===== src/rtl/ram8x72_ctrl.sv =====
// Request/response front end for the 8x72 DFF RAM. It hides the wr_n/address pin
// protocol, and can sweep the array to INIT_VAL after reset.
module ram8x72_ctrl #(
   parameter int            DW       = 72,
   parameter int            AW       = 3,
   parameter int            RD_LAT   = 2,
   parameter bit            INIT_EN  = 1'b1,
   parameter logic [DW-1:0] INIT_VAL = '0
) (
   input  logic          clk_i,
   input  logic          rst_i,
   input  logic          req_valid_i,
   output logic          req_ready_o,
   input  logic          req_write_i,
   input  logic [AW-1:0] req_addr_i,
   input  logic [DW-1:0] req_wdata_i,
   output logic          rsp_valid_o,
   input  logic          rsp_ready_i,
   output logic [DW-1:0] rsp_rdata_o,
   output logic          init_done_o,
   output logic          ram_wr_n_o,
   output logic [AW-1:0] ram_address_o,
   output logic [DW-1:0] ram_wdata_o,
   input  logic [DW-1:0] ram_rdata_i
);
   localparam int LW = (RD_LAT > 1) ? $clog2(RD_LAT) : 1;

   typedef enum logic [2:0] {S_INIT, S_IDLE, S_WRITE, S_READ, S_RSP} state_e;

   state_e        state_q, state_d;
   logic [AW:0]   init_cnt_q, init_cnt_d;
   logic [LW-1:0] lat_q, lat_d;
   logic          req_ready_q, req_ready_d;
   logic          rsp_valid_q, rsp_valid_d;
   logic [DW-1:0] rsp_rdata_q, rsp_rdata_d;
   logic          init_done_q, init_done_d;
   logic          wr_n_q, wr_n_d;
   logic [AW-1:0] addr_q, addr_d;
   logic [DW-1:0] wdata_q, wdata_d;

   always_ff @(posedge clk_i) begin
      if (rst_i) begin
         state_q     <= INIT_EN ? S_INIT : S_IDLE;
         init_cnt_q  <= '0;
         lat_q       <= '0;
         req_ready_q <= 1'b0;
         rsp_valid_q <= 1'b0;
         rsp_rdata_q <= '0;
         init_done_q <= 1'b0;
         wr_n_q      <= 1'b1;
         addr_q      <= '0;
         wdata_q     <= '0;
      end else begin
         state_q     <= state_d;
         init_cnt_q  <= init_cnt_d;
         lat_q       <= lat_d;
         req_ready_q <= req_ready_d;
         rsp_valid_q <= rsp_valid_d;
         rsp_rdata_q <= rsp_rdata_d;
         init_done_q <= init_done_d;
         wr_n_q      <= wr_n_d;
         addr_q      <= addr_d;
         wdata_q     <= wdata_d;
      end
   end

   always_comb begin
      state_d     = state_q;
      init_cnt_d  = init_cnt_q;
      lat_d       = lat_q;
      req_ready_d = req_ready_q;
      rsp_valid_d = rsp_valid_q;
      rsp_rdata_d = rsp_rdata_q;
      init_done_d = init_done_q;
      wr_n_d      = 1'b1;
      addr_d      = addr_q;
      wdata_d     = wdata_q;
      case (state_q)
         S_INIT: begin
            req_ready_d = 1'b0;
            // The MSB of the counter marks that every address has been written.
            if (init_cnt_q[AW]) begin
               init_done_d = 1'b1;
               req_ready_d = 1'b1;
               state_d     = S_IDLE;
            end else begin
               wr_n_d     = 1'b0;
               addr_d     = init_cnt_q[AW-1:0];
               wdata_d    = INIT_VAL;
               init_cnt_d = init_cnt_q + (AW+1)'(1);
            end
         end
         S_IDLE: begin
            req_ready_d = 1'b1;
            if (req_valid_i && req_ready_q) begin
               req_ready_d = 1'b0;
               addr_d      = req_addr_i;
               if (req_write_i) begin
                  wr_n_d  = 1'b0;
                  wdata_d = req_wdata_i;
                  state_d = S_WRITE;
               end else begin
                  lat_d   = '0;
                  state_d = S_READ;
               end
            end
         end
         S_WRITE: begin
            req_ready_d = 1'b1;
            state_d     = S_IDLE;
         end
         S_READ: begin
            if (lat_q == LW'(RD_LAT - 1)) begin
               rsp_rdata_d = ram_rdata_i;
               rsp_valid_d = 1'b1;
               state_d     = S_RSP;
            end else begin
               lat_d = lat_q + LW'(1);
            end
         end
         S_RSP: begin
            if (rsp_ready_i) begin
               rsp_valid_d = 1'b0;
               req_ready_d = 1'b1;
               state_d     = S_IDLE;
            end
         end
         default: state_d = S_IDLE;
      endcase
   end

   assign req_ready_o   = req_ready_q;
   assign rsp_valid_o   = rsp_valid_q;
   assign rsp_rdata_o   = rsp_rdata_q;
   assign init_done_o   = init_done_q;
   assign ram_wr_n_o    = wr_n_q;
   assign ram_address_o = addr_q;
   assign ram_wdata_o   = wdata_q;

endmodule


===== config.mk =====
export PLATFORM = sky130hd
export DESIGN_NAME = ram8x72_ctrl
export DESIGN_NICKNAME = d
export VERILOG_FILES = /design/src/rtl/ram8x72_ctrl.sv
export SDC_FILE = /design/constraint.sdc
export NUM_CORES = 1
export LEC_CHECK = 0
export CAP_MARGIN = 20
export CELL_PAD_IN_SITES_DETAIL_PLACEMENT = 1
export CELL_PAD_IN_SITES_GLOBAL_PLACEMENT = 2
export CORE_UTILIZATION = 23
export DETAILED_ROUTE_END_ITERATION = 10
export PLACE_DENSITY = 0.83
export SYNTH_ARGS = -nofsm -noshare
export SYNTH_HDL_FRONTEND = slang
export SYNTH_SLANG_ARGS = --single-unit

===== constraint.sdc =====
create_clock -name clk_i -period 1.95 [get_ports clk_i]
set_input_delay 0.195 -clock clk_i [delete_from_list [all_inputs] [get_ports clk_i]]
set_output_delay 0.195 -clock clk_i [all_outputs]
set_load 0.01 [all_outputs]

==> run_results.csv <==
group,metric,value,unit
cts,cts_tree,"built",
synthesis,postSynthCellCount,700,
worst_setup_path,critPathBufInv,1,
cts,post-cts-setup-buffers,0,
worst_setup_path,critPathArrivalTime,1970,ps
worst_hold_path,hold_path_class,"in -> reg",
synthesis,ys_seq_elements,159,
placement,postPlaceCellArea,0.009365,mm²
cts,h-tree-depth,4,
timing,drv_slew,0,
outcome,status,"completed",
timing,final.period_utilization,83.54,%
timing,fin_tns_setup,0,ps
floorplanning,core,0.02540,mm²
cells_and_area,final_cell_area,0.009976,mm²
worst_setup_path,max_stage_delay,440,ps
worst_setup_path,endpoint_kind,"flip-flop",
power,ir_worst_vdd,0.0004377,V
grt,use_met2,25.12,%
floorplanning,chipWidth,163.7,µm
grt,grt_antenna_before_repair,3,
cts,cts_sinks,159,
cts,clk_latency,420,ps
synthesis,synthesis.nets,853,
timing,rsz0062_at_grt,"false",
grt,use_met3,7.364,%
grt,overflow,0,
cts,clkTransAtPathRegs,60,ps
drt,wire_per_inst,15.49,µm
worst_setup_path,path_cells,"nor2_1 > and4_4 > buf_12 > mux2i_1",
cells_and_area,final_nets,1134,
timing,fin_skew,14.70,ps
placement,dp_hpwl,14.51,mm
worst_setup_path,cp.required,2290,ps
power,cellLeakagePower,3.771,nW
drt,drt_iter0_drc,149,
timing,min_period,1629,ps
placement,routabilityCongestion,0.7121,
cells_and_area,syn_to_final_growth,65.93,%
grt,grt_max_degree,84,
placement,port-buffer-count,302,
synthesis,ys_seq_area_share,52.94,%
timing,setup_viol,0,
cts,cts_buffers,17,
power,powerDensity,725.6,mW/mm²
synthesis,yosys_warnings,0,
cts,cts.path.max_buffers,2,
drt,drt-total-wl,20.53,mm
synthesis,syn-cell-area,0.006012,mm²
grt,grt.busiest_layer,"met2",
floorplanning,num_rows,58,
floorplanning,ios,303,
drt,drc,0,
grt,grtUsageMet1,17.37,%
cells_and_area,multiInputGateArea,0.002554,mm²
drt,drtAntennaViolNets,0,
floorplanning,initial_core_util,23.67,%
timing,fmax,613.9,MHz
cells_and_area,fillCellCount,2914,
worst_setup_path,cp_slowest_cell,"dfxtp_1",
worst_setup_path,critPathMaxFanout,24,
grt,grt_pass1_vias,5844,
flow_run,cap_violations,0,
drt,via_per_inst,4.329,
floorplanning,dieArea,0.02679,mm²
floorplanning,die-height,163.7,µm
cts,root_buffer,"clkbuf_16",
timing,final-hold-violation-count,0,
synthesis,syn-mean-instance-area,8.589,µm²
cells_and_area,drive_gt1_share,5.131,%
timing,tightestPinTransition,537.1,ps
timing,slew_headroom,63.86,%
worst_setup_path,crit_family,"simple AND/OR/NAND/NOR gates",
grt,grt_use_total,15.19,%
worst_setup_path,worst_setup_path_start_kind,"flip-flop",
drt,drtPass1Iterations,4,
cts,hold_buffers,0,
drt,vias,5736,
cts,ctsResizeCount,0,
worst_setup_path,critPathKind,"reg -> reg",
grt,grt_pass1_wl,31.31,mm
timing,hold_slack,131.5,ps
synthesis,synth.distinct_cells,32,
cells_and_area,seqCellArea,0.003183,mm²
-- sequential cells by signal, indices dropped and copies added, names as in the netlist --
name	flops
init_cnt_q	4
rsp_valid_o	1
lat_q	1
ram_address_o	3
ram_wr_n_o	1
init_done_o	1
ram_wdata_o	72
rsp_rdata_o	72
req_ready_o	1
state_q	3
-- cell type report --
cell class	instances	area share, %
Clock buffer	18	4.402
Antenna cell	1	0.02508
Inverter	2	0.07525
Tap cell	330	4.139
Timing Repair Buffer	314	32.16
Sequential cell	159	31.91
Clock inverter	14	1.693
Multi-Input combinational cell	487	25.60
-- cells in the mapped netlist --
cell	n	share of area, %
clkbuf_1	24	1.5
and4b_1	1	0.17
ha_1	1	0.21
buf_2	20	1.7
a21oi_1	79	6.6
nor3_1	3	0.25
nor4_1	1	0.10
nand2b_1	4	0.42
a311oi_1	1	0.15
a21bo_2	1	0.17
mux2_2	1	0.19
and4_1	1	0.15
a211oi_1	4	0.50
inv_1	1	0.062
o311ai_0	1	0.15
dfxtp_1	159	53
mux2i_1	76	13
or4_1	1	0.12
and3_1	1	0.10
inv_2	1	0.062
xnor2_1	1	0.15
o31ai_1	2	0.25
a41oi_1	1	0.15
nand3b_1	2	0.25
o21ai_0	1	0.083
or3_1	1	0.10
nand4b_1	2	0.29
nor4b_2	1	0.25
nand2_1	291	18
buf_6	8	1.5
a31oi_1	3	0.31
nor2_1	6	0.37
-- through the flow --
step / util, % / power, W / cells / worst slack [ps]
6_report: 39.28 / 0.007239 / 1325 / 321.0
5_1_grt: 39.27 / 0.007559 / 1324 / 185.1
4_1_cts: 39.27 / 0.007396 / 1324 / 261.2
3_5_place_dp: 36.87 / 0.003848 / 1292 / 196.7
3_3_place_gp: 36.87 / 0.003848 / 1292 / 287.6
2_1_floorplan: - / 0.003465 / 700 / 614.6
-- where the power goes --
group	total, W	leakage [nW]	switching, W	internal (W)
Combinational	0.000488	2.19	0.000160	0.000328
Clock	0.00347	0.302	0.00150	0.00197
Sequential	0.00328	1.28	0.0000135	0.00326
-- cell usage in the layout (no fill, tap or decap), types with 2 or more instances in the layout --
cell type	netlist	routed
a211oi_1	4	4
a21oi_1	79	79
a31oi_1	3	3
buf_12	0	8
buf_4	0	4
bufinv_16	0	2
clkbuf_16	0	17
clkdlybuf4s50_1	0	301
clkinv_4	0	3
dfxtp_1	159	159
inv_6	0	5
inv_8	0	3
mux2i_1	76	76
nand2_1	291	291
nand2b_1	4	4
nand3b_1	2	2
nand4b_1	2	2
nor2_1	6	6
nor3_1	3	3
o31ai_1	2	2
-- layer usage --
metal	vias up	part of all wire [%]
met4	4	0.60
li1	2845	-
met5	-	0.11
met3	10	10
met1	2659	42
met2	218	47
-- cell families (layout without fill, tap and decap cells) --
logic type | after synthesis | after routing | share of synthesized area, %
compound gates | 93 | 93 | 8.325
xor+xnor | 1 | 1 | 0.1457
fa+ha+maj | 1 | 1 | 0.2081
buf+inv | 54 | 348 | 4.787
flops | 159 | 159 | 52.94
mux | 77 | 77 | 12.84
other cells | 0 | 1 | 0
simple gates | 315 | 315 | 20.75
-- worst reg2reg max path, cell delays in order, from the launching register on --
cell and delay, ps:
dfxtp_1 440, nor2_1 310, and4_4 340, buf_12 220
mux2i_1 260
-- worst paths after layout --
check	start	to	cells past startpoint	slack, ps
min	rst_i	ram_address_o[0]	2	130
min reg2reg	rsp_rdata_o[69]	rsp_rdata_o[69]	2	450
max reg2reg	state_q[2]	ram_wdata_o[54]	4	320
max	state_q[2]	ram_wdata_o[54]	4	320
Note: power is estimated with default switching activity, not from simulation.
